## src/rtl/uart_arb_pkg.sv

```systemverilog
// Shared types and constants for the UART transmit arbiter: FSM state encoding,
// index-width helper and default sizing.
package uart_arb_pkg;

    localparam int DEF_NUM_REQ       = 4;
    localparam int DEF_START_TIMEOUT = 4;
    localparam int TMO_W             = 4;

    typedef enum logic [1:0] {
        ST_IDLE      = 2'd0,
        ST_LAUNCH    = 2'd1,
        ST_WAIT_BUSY = 2'd2,
        ST_WAIT_DONE = 2'd3
    } state_t;

    // Index width for n requesters, never narrower than one bit.
    function automatic int clog2(input int n);
        int w;
        w = 1;
        while ((1 << w) < n) w++;
        return w;
    endfunction

endpackage

```

## src/rtl/uart_tx_arbiter_if.sv

```systemverilog
// Requester byte streams and the UART transmit handshake, bundled as one bus.
// master = arbiter side, slave = requesters plus UART.
interface uart_tx_arbiter_if import uart_arb_pkg::*; #(
    parameter int NUM_REQ = DEF_NUM_REQ
);
    logic [NUM_REQ-1:0]   req_valid;
    logic [NUM_REQ*8-1:0] req_data;
    logic [NUM_REQ-1:0]   req_last;
    logic [NUM_REQ-1:0]   req_ready;
    logic [7:0]           tx_data;
    logic                 transmit;
    logic                 tx_empty;

    modport master (
        input  req_valid, req_data, req_last, tx_empty,
        output req_ready, tx_data, transmit
    );

    modport slave (
        output req_valid, req_data, req_last, tx_empty,
        input  req_ready, tx_data, transmit
    );
endinterface

```

## src/rtl/rr_pick.sv

```systemverilog
// Combinational round-robin picker: first valid requester after ptr, or only
// the lock index while a packet is open.
module rr_pick import uart_arb_pkg::*; #(
    parameter int NUM_REQ = DEF_NUM_REQ,
    parameter int IDX_W   = clog2(NUM_REQ)
) (
    input  logic [NUM_REQ-1:0] valid,
    input  logic [IDX_W-1:0]   ptr,
    input  logic               lock_en,
    input  logic [IDX_W-1:0]   lock_idx,
    output logic [NUM_REQ-1:0] grant,
    output logic [IDX_W-1:0]   idx,
    output logic               any
);
    logic [IDX_W-1:0] cand;

    always_comb begin
        grant = '0;
        idx   = '0;
        any   = 1'b0;
        cand  = '0;
        if (lock_en) begin
            if (valid[lock_idx]) begin
                any             = 1'b1;
                idx             = lock_idx;
                grant[lock_idx] = 1'b1;
            end
        end else begin
            // Scan ptr+1 .. ptr+NUM_REQ so the last winner has lowest priority.
            for (int k = 1; k <= NUM_REQ; k++) begin
                cand = IDX_W'((int'(ptr) + k) % NUM_REQ);
                if (!any && valid[cand]) begin
                    any         = 1'b1;
                    idx         = cand;
                    grant[cand] = 1'b1;
                end
            end
        end
    end
endmodule

```

## src/rtl/uart_tx_arbiter.sv

```systemverilog
// Shares one byte-wide UART transmitter between NUM_REQ byte sources with
// round-robin arbitration and packet locking; one byte in flight at a time.
module uart_tx_arbiter import uart_arb_pkg::*; #(
    parameter int  NUM_REQ       = DEF_NUM_REQ,
    parameter int  START_TIMEOUT = DEF_START_TIMEOUT,
    localparam int IDX_W         = clog2(NUM_REQ)
) (
    input  logic                 clock,
    input  logic                 reset_n,
    uart_tx_arbiter_if.master    bus,
    output logic [IDX_W-1:0]     grant_id,
    output logic                 locked,
    output logic                 tx_err
);
    state_t             state, state_nxt;
    logic [IDX_W-1:0]   ptr;
    logic [IDX_W-1:0]   pick_idx;
    logic [NUM_REQ-1:0] pick_grant;
    logic               pick_any;
    logic [NUM_REQ-1:0] ready;
    logic [TMO_W-1:0]   tmo_cnt;
    logic               accept;
    logic               timeout;
    logic [7:0]         tx_data_r;
    logic               transmit_r;

    rr_pick #(
        .NUM_REQ (NUM_REQ),
        .IDX_W   (IDX_W)
    ) u_pick (
        .valid    (bus.req_valid),
        .ptr      (ptr),
        .lock_en  (locked),
        .lock_idx (grant_id),
        .grant    (pick_grant),
        .idx      (pick_idx),
        .any      (pick_any)
    );

    always_ff @(posedge clock or negedge reset_n) begin
        if (!reset_n) state <= ST_IDLE;
        else          state <= state_nxt;
    end

    always_comb begin
        state_nxt = state;
        ready     = '0;
        accept    = 1'b0;
        timeout   = 1'b0;
        case (state)
            ST_IDLE: begin
                // A busy UART (tx_empty low) blocks all grants.
                if (bus.tx_empty && pick_any) begin
                    ready     = pick_grant;
                    accept    = 1'b1;
                    state_nxt = ST_LAUNCH;
                end
            end
            ST_LAUNCH: state_nxt = ST_WAIT_BUSY;
            ST_WAIT_BUSY: begin
                if (!bus.tx_empty) begin
                    state_nxt = ST_WAIT_DONE;
                end else if (tmo_cnt == TMO_W'(START_TIMEOUT - 1)) begin
                    timeout   = 1'b1;
                    state_nxt = ST_IDLE;
                end
            end
            ST_WAIT_DONE: if (bus.tx_empty) state_nxt = ST_IDLE;
            default:      state_nxt = ST_IDLE;
        endcase
    end

    always_ff @(posedge clock or negedge reset_n) begin
        if (!reset_n) begin
            ptr        <= IDX_W'(NUM_REQ - 1);
            tmo_cnt    <= '0;
            transmit_r <= 1'b0;
            tx_data_r  <= 8'h00;
            grant_id   <= '0;
            locked     <= 1'b0;
        end else begin
            transmit_r <= accept;
            if (state == ST_WAIT_BUSY) tmo_cnt <= tmo_cnt + 1'b1;
            else                       tmo_cnt <= '0;
            if (accept) begin
                tx_data_r <= bus.req_data[int'(pick_idx)*8 +: 8];
                grant_id  <= pick_idx;
                locked    <= !bus.req_last[pick_idx];
                ptr       <= pick_idx;
            end
        end
    end

    assign bus.req_ready = ready;
    assign bus.tx_data   = tx_data_r;
    assign bus.transmit  = transmit_r;
    assign tx_err        = timeout;
endmodule

```

## src/flat_wrapper.sv

```systemverilog
// flat-port wrapper written by rule: the top's interface ports become plain ports
module uart_tx_arbiter_flat import uart_arb_pkg::*;
#(
    parameter int  NUM_REQ       = DEF_NUM_REQ,
    parameter int  START_TIMEOUT = DEF_START_TIMEOUT,
    localparam int IDX_W         = clog2(NUM_REQ)
)
  (clock, reset_n, grant_id, locked, tx_err, bus_req_valid, bus_req_data, bus_req_last, bus_tx_empty, bus_req_ready, bus_tx_data, bus_transmit);
  uart_tx_arbiter_if #(.NUM_REQ(NUM_REQ)) bus_i ();
  input  logic clock;
  input  logic reset_n;
  output logic [IDX_W-1:0] grant_id;
  output logic locked;
  output logic tx_err;
  input wire logic [$bits(bus_i.req_valid)-1:0] bus_req_valid;
  input wire logic [$bits(bus_i.req_data)-1:0] bus_req_data;
  input wire logic [$bits(bus_i.req_last)-1:0] bus_req_last;
  input wire logic [$bits(bus_i.tx_empty)-1:0] bus_tx_empty;
  output wire logic [$bits(bus_i.req_ready)-1:0] bus_req_ready;
  output wire logic [$bits(bus_i.tx_data)-1:0] bus_tx_data;
  output wire logic [$bits(bus_i.transmit)-1:0] bus_transmit;
  assign bus_i.req_valid = bus_req_valid;
  assign bus_i.req_data = bus_req_data;
  assign bus_i.req_last = bus_req_last;
  assign bus_i.tx_empty = bus_tx_empty;
  assign bus_req_ready = bus_i.req_ready;
  assign bus_tx_data = bus_i.tx_data;
  assign bus_transmit = bus_i.transmit;
  uart_tx_arbiter #(.NUM_REQ(NUM_REQ), .START_TIMEOUT(START_TIMEOUT)) u_core (.clock(clock), .reset_n(reset_n), .bus(bus_i), .grant_id(grant_id), .locked(locked), .tx_err(tx_err));
endmodule
```

## config.mk

```make
export PLATFORM = sky130hd
export DESIGN_NAME = uart_tx_arbiter_flat
export DESIGN_NICKNAME = d
export VERILOG_FILES = /design/src/rtl/uart_arb_pkg.sv /design/src/rtl/uart_tx_arbiter_if.sv /design/src/rtl/rr_pick.sv /design/src/rtl/uart_tx_arbiter.sv /design/src/flat_wrapper.sv
export SDC_FILE = /design/constraint.sdc
export NUM_CORES = 1
export LEC_CHECK = 0
export BUFFER_PORTS_ARGS = -buffer_cell sky130_fd_sc_hd__buf_4
export CORE_MARGIN = 1.5
export CORE_UTILIZATION = 40
export DETAILED_ROUTE_END_ITERATION = 10
export GPL_ROUTABILITY_DRIVEN = 1
export HOLD_SLACK_MARGIN = 0.06
export PLACE_DENSITY = 0.74
export SLEW_MARGIN = 40
export SYNTH_ARGS = -nofsm -noshare
export SYNTH_HDL_FRONTEND = slang
export SYNTH_HIERARCHICAL = 1
export SYNTH_SLANG_ARGS = --single-unit
```

## constraint.sdc

```tcl
create_clock -name clock -period 3.01 [get_ports clock]
set_clock_uncertainty 0.2 [all_clocks]
set_input_delay 0.4515 -clock clock [delete_from_list [all_inputs] [get_ports clock]]
set_output_delay 0.4515 -clock clock [all_outputs]
set_load 0.02 [all_outputs]
```

Yosys cells after proc, flatten, opt, wreduce, memory -nomap -nowiden:

Index checks and enable logic that the tools add are counted.

* add/subtract/negate cells: 5
* $lt $le $gt $ge: 11
* eq/ne operators: 7
* reductions and logical operators: 15
* shift operators: 1
* muxes and demuxes: 59
* bitwise logic cells: 3

Operators by type and width (count)
* two-way mux 4 bit: 12
* variable part select 32 x 6 -> 8 bit: 1
* two-way mux 1 bit: 25
* two-way mux 2 bit: 10
* less-than comparator 2 x 3 -> 1 bit (second input constant): 6
* binary-select mux 1 bit (select 2 bit): 6
* OR 4 bit: 3
* demux 1 bit (select 2 bit): 5
* greater-or-equal comparator 2 x 1 -> 1 bit (second input constant): 5
* logical AND 1 bit: 9
* case mux 2 bit (4 select lines): 1
* adder 2 x 1 -> 2 bit (second input constant): 2
* adder 2 bit (second input constant): 2
* adder 4 x 1 -> 4 bit (second input constant): 1
* == test 2 bit (second input constant): 2
* == test 4 x 2 -> 1 bit (second input constant): 1
* logical NOT 1 bit: 4
* != test 3 x 2 -> 1 bit (second input constant): 1
* AND reduction 3 bit: 1
* == test 2 x 1 -> 1 bit (second input constant): 1
* logical NOT 2 bit: 1
* != test 2 x 1 -> 1 bit (second input constant): 1
* != test 2 bit (second input constant): 1

* register bits after elaboration: 20
* input port bits: 43
* output and inout port bits: 17

Longest topological paths before layout:

* word-level depth: 20
* mapped depth: 11

Hierarchy:

Netlist, hierarchy kept.

Modules (own cells, without submodules)
* uart_tx_arbiter: cells an instance 92, times used 1, sequential area each 503.0 um2, area each 1024.7 um2
* rr_pick: cells an instance 81, times used 1, sequential area each 0.0 um2, area each 646.9 um2

Least setup slack after synthesis:

Ideal clock, no wire load.

* kind: reg-to-output
* start: register u_core.ptr[0]
* end: output port bus_req_ready[0]
* stages on the path, launching flop included: 8
* data arrival time: 2380 ps
* required time: 2359 ps
* path slack: -22 ps
* cell sequence: dfstp_2 buf_4 inv_1 ha_1 mux4_2 a221o_2 a221o_1 and2_1

* elaborated cells on any way between the ends: 60
* classes of those cells: add/sub (4); order compare (8); mux (34); bitwise (3); reduce/logical (11)

RTL lines
* start, declared: line uart_tx_arbiter.sv:16 `logic [IDX_W-1:0] ptr;`
* start signal, assigned: line uart_tx_arbiter.sv:75 `ptr <= IDX_W'(NUM_REQ - 1);`
* start signal, assigned: line uart_tx_arbiter.sv:89 `ptr <= pick_idx;`
* branches (longest 15 deep; another with less-than comparator 2 x 3 -> 1 bit)
* two-way mux 4 bit (*): line rr_pick.sv:32 `if (!any && valid[cand]) begin`
* two-way mux 4 bit (*): line rr_pick.sv:22 `if (lock_en) begin`
* net u_core.pick_grant[0]: line uart_tx_arbiter.sv:18 `logic [NUM_REQ-1:0] pick_grant;`
* two-way mux 4 bit (*): line uart_tx_arbiter.sv:53 `if (bus.tx_empty && pick_any) begin`
* two-way mux 4 bit (*): line uart_tx_arbiter.sv:50 `case (state)`
* end, declared: line flat_wrapper.sv:19 `output wire logic [$bits(bus_i.req_ready)-1:0] bus_req_ready;`

Mark *: on every way through the listed nets, which the timed path passes. The select of a mux whose other input is x is not followed.

Worst setup path in the final report:

* start: register u_core.ptr[0]
* end: output port bus_req_ready[2]

Same word-level chain as after synthesis.

==> summary.txt <==
Cells and area
  • Diode count: 0
  • Nets: roughly 300
  • Fill count: ~360
  • Share of cells above drive strength 1: 43.51%
  • P&R area growth vs syn: 39.00%

Detailed routing
  • Wire length per cell: 14.05 um
  • Iter 0 DRT Violations: 87
  • First-pass DRT Iterations: 4
  • Antenna Violating Nets Remaining: 0
  • DRC Markers: 0
  • Drt via density: 5.332
  • Detailed-route wire length: 4060 um
  • Via count: 1541

Job
  • Max-cap viol count: 0

Global routing
  • Met1 Resource Use GR: between 20% and 30%
  • Initial antenna violation count: 0
  • Met2 Use GR: 31.62%
  • Overflow after GRT: 0
  • Aggregate global-route resource usage: 19.15%
  • Vias in the first global route: ~1400
  • Most used routing layer: met2
  • Met3 Usage GRT: ~2.8%
  • Largest net degree at the start of global routing: 21
  • First-pass GRT wire length: about 6600 um

Clocking
  • Inserted Clock Buffers: 3
  • Clk root buf: clkbuf_8
  • Register clock-pin slew on the reported worst setup and hold paths: 0.08 ns
  • CTS Sinks: 20
  • TritonCTS clock tree: yes
  • Htree depth: 1
  • Clock latency reported for the late side of the worst-skew pair: 0.26 ns
  • Max clock buf depth: 2

Worst hold path
  • Worst hold start: bus_tx_empty
  • Worst Hold Class: in2reg
  • Hold EP: u_core/state[0]
  • Hold depth: 2

Timing
  • Final setup fails: 4
  • Least-Margin Pin Slew: 0.3722 ns
  • Final Slew Violations: 0
  • Fin crit share: 106.4%
  • RSZ-0062 raised after global routing: yes
  • Fin Setup TNS: -0.7093 ns
  • Relative slew slack: 75.19%
  • Hold slack: 0.1937 ns
  • Max Fclk: 312.2 MHz
  • Final Hold Viols: 0
  • Post-route minimum period: roughly 3.2 ns
  • Final setup margin: -0.1927 ns

Die
  • Die X: roughly 68 um
  • Die ar.: ~4600 um^2
  • Core area: 4000 um^2
  • Row cnt: 23
  • Initial core utilization: 41.79%
  • I/O pin count: 60
  • Die span in y: 67.65 um

Setup path
  • CP Data Arrival Time: around 2.6 ns
  • R2R Setup Slk: 0.17 ns
  • Worst r2r src: u_core/ptr[0]
  • Crit path kind: reg2out
  • Crit. End Element: output pin
  • CP max FO: 6
  • Critical path required time: between 2 and 2.5 ns
  • R2R depth: 8
  • Crit start category: register
  • R2R Path End: u_core/bus.tx_data[6]

Placed design
  • IO Port Bufs: 59
  • HPWL Detailed: 3110 um
  • Gp weighted congestion: just under 0.9

Logic synthesis
  • Mapped Nets: 225
  • Number of synthesized register bits: 20
  • Mapped Area: around 1700 um^2
  • Mapped Avg Cell Area: 9.662 um^2
  • Sequential fraction of the synthesis area: 30.09%
  • Cell count after synthesis: 173
  • Ys Warns: 6
  • Asr flop ratio synth: 100.0%
  • Top_reg_cell synth: dfrtp_1
  • Unique masters post-synth: 44
  • Post-synth EDFFs: 0

Power
  • Leakage power total: 0.001126 uW
  • Peak supply drop: 0.5194 mV
  • Pwr Density: around 960 nW/um^2
  • Total power: 2228 uW

Status
  • Run status: finished with violations
  • Violated checks: negative setup slack
-- metrics by stage --
stage	utilization, %	setup WS, ns	area [um^2]	cells
after floorplan	-	0.03034	1684	173
after global placement	55.05	0.1258	2202	283
after detailed placement	55.05	0.08043	2202	283
after CTS	57.62	-0.1675	2305	289
after global routing	58.09	-0.2733	2323	289
final	58.09	-0.1927	2323	289
-- synthesized netlist by cell type (3+ instances only) --
library cell | instances | share of area [%]
buf_2 | 3 | 0.90
a221o_2 | 3 | 2.0
dfrtp_1 | 18 | 27
nor3_1 | 3 | 0.90
a21oi_1 | 10 | 3.0
buf_6 | 4 | 2.7
nand2_1 | 39 | 8.8
o21ai_0 | 4 | 1.2
inv_1 | 11 | 2.5
ha_1 | 9 | 6.7
mux4_2 | 11 | 15
nand3_1 | 3 | 0.90
and2_1 | 4 | 1.5
nor2_1 | 10 | 2.2
a221o_1 | 3 | 1.8
buf_4 | 3 | 1.3
-- routing by layer --
metal  up-vias  share of wire, %
met5         -                 0
met4         0              0.30
met3         2               6.2
met2        52                54
met1       735                40
li1        752                 -
-- kinds of logic (layout without fill, tap and decap cells) --
kind of cell,Yosys count,count (layout),share of synthesized area [%]
and+or+nand+nor,71,71,20.21
adders and majority gates,9,9,6.737
buffers and inverters,24,90,8.157
muxes,16,16,19.91
AOI/OAI and AO/OA,31,31,13.85
DFF,20,20,30.09
xor gates and xnor gates,2,2,1.048
-- registers in the layout, summed over array words and instances (netlist names) --
name and flops:
u_core/bus.transmit 1, u_core/bus.tx_data 8, u_core/ptr 2, u_core/tmo_cnt 4, u_core/grant_id 2, u_core/state 2
u_core/locked 1
-- area by class of cell --
class | instances | area, um^2 | share of cell area [%]
inverter | 12 | 45.04 | 1.939
timing repair buffer | 74 | 565.5 | 24.34
clock inverter | 1 | 30.03 | 1.292
tap | 50 | 62.56 | 2.693
multi-input combinational | 129 | 1076 | 46.31
sequential | 20 | 503.0 | 21.65
clock buffer | 3 | 41.29 | 1.777
-- where the power goes --
group          internal [uW]  leakage (uW)  switching [uW]
Combinational            763      0.000840             696
Clock                    178     0.0000357            92.0
Sequential               383      0.000250             116
-- worst max path at each step --
stage,endpoint,start,slack (ns),cells past startpoint
6_report,bus_req_ready[2],u_core/ptr[0],-0.19,6
5_1_grt,bus_req_ready[3],u_core/ptr[0],-0.27,6
2_1_floorplan,bus_req_ready[0],u_core/ptr[0],0.03,7
3_3_place_gp,bus_req_ready[1],u_core/ptr[0],0.13,6
3_5_place_dp,bus_req_ready[1],u_core/ptr[0],0.08,6
4_1_cts,bus_req_ready[3],u_core/ptr[0],-0.17,6
-- repair_timing --
item	CTS	global route
hold endpoints to repair	18	0
setup buffers	1	0
setup endpoints to repair	4	4
gates resized for setup	4	2
hold buffers	1	0
pin swaps	1	0
-- worst max-delay path, cell delays in order, from the launching register on --
cell and delay, ns:
dfstp_2 0.60, mux4_2 0.57, buf_4 0.18, a221o_2 0.37
a221o_1 0.29, and2_1 0.13, buf_4 0.15
-- placed cells by master (no fill, tap or decap), drive strengths merged, types with 2 or more instances in the layout --
| cell type | count |
|---|---|
| nand2 | 39 |
| nor2 | 10 |
| inv | 12 |
| buf | 73 |
| nand2b | 2 |
| o211ai | 2 |
| mux4 | 13 |
| nor3 | 3 |
| clkbuf | 3 |
| nor2b | 2 |
| ha | 9 |
| and2 | 4 |
| mux2 | 2 |
| nor3b | 2 |
| a21oi | 10 |
| dfrtp | 18 |
| o21ai | 5 |
| nand3 | 3 |
| a221o | 6 |
| dfstp | 2 |
No activity file was read; power rests on OpenSTA's default activity.
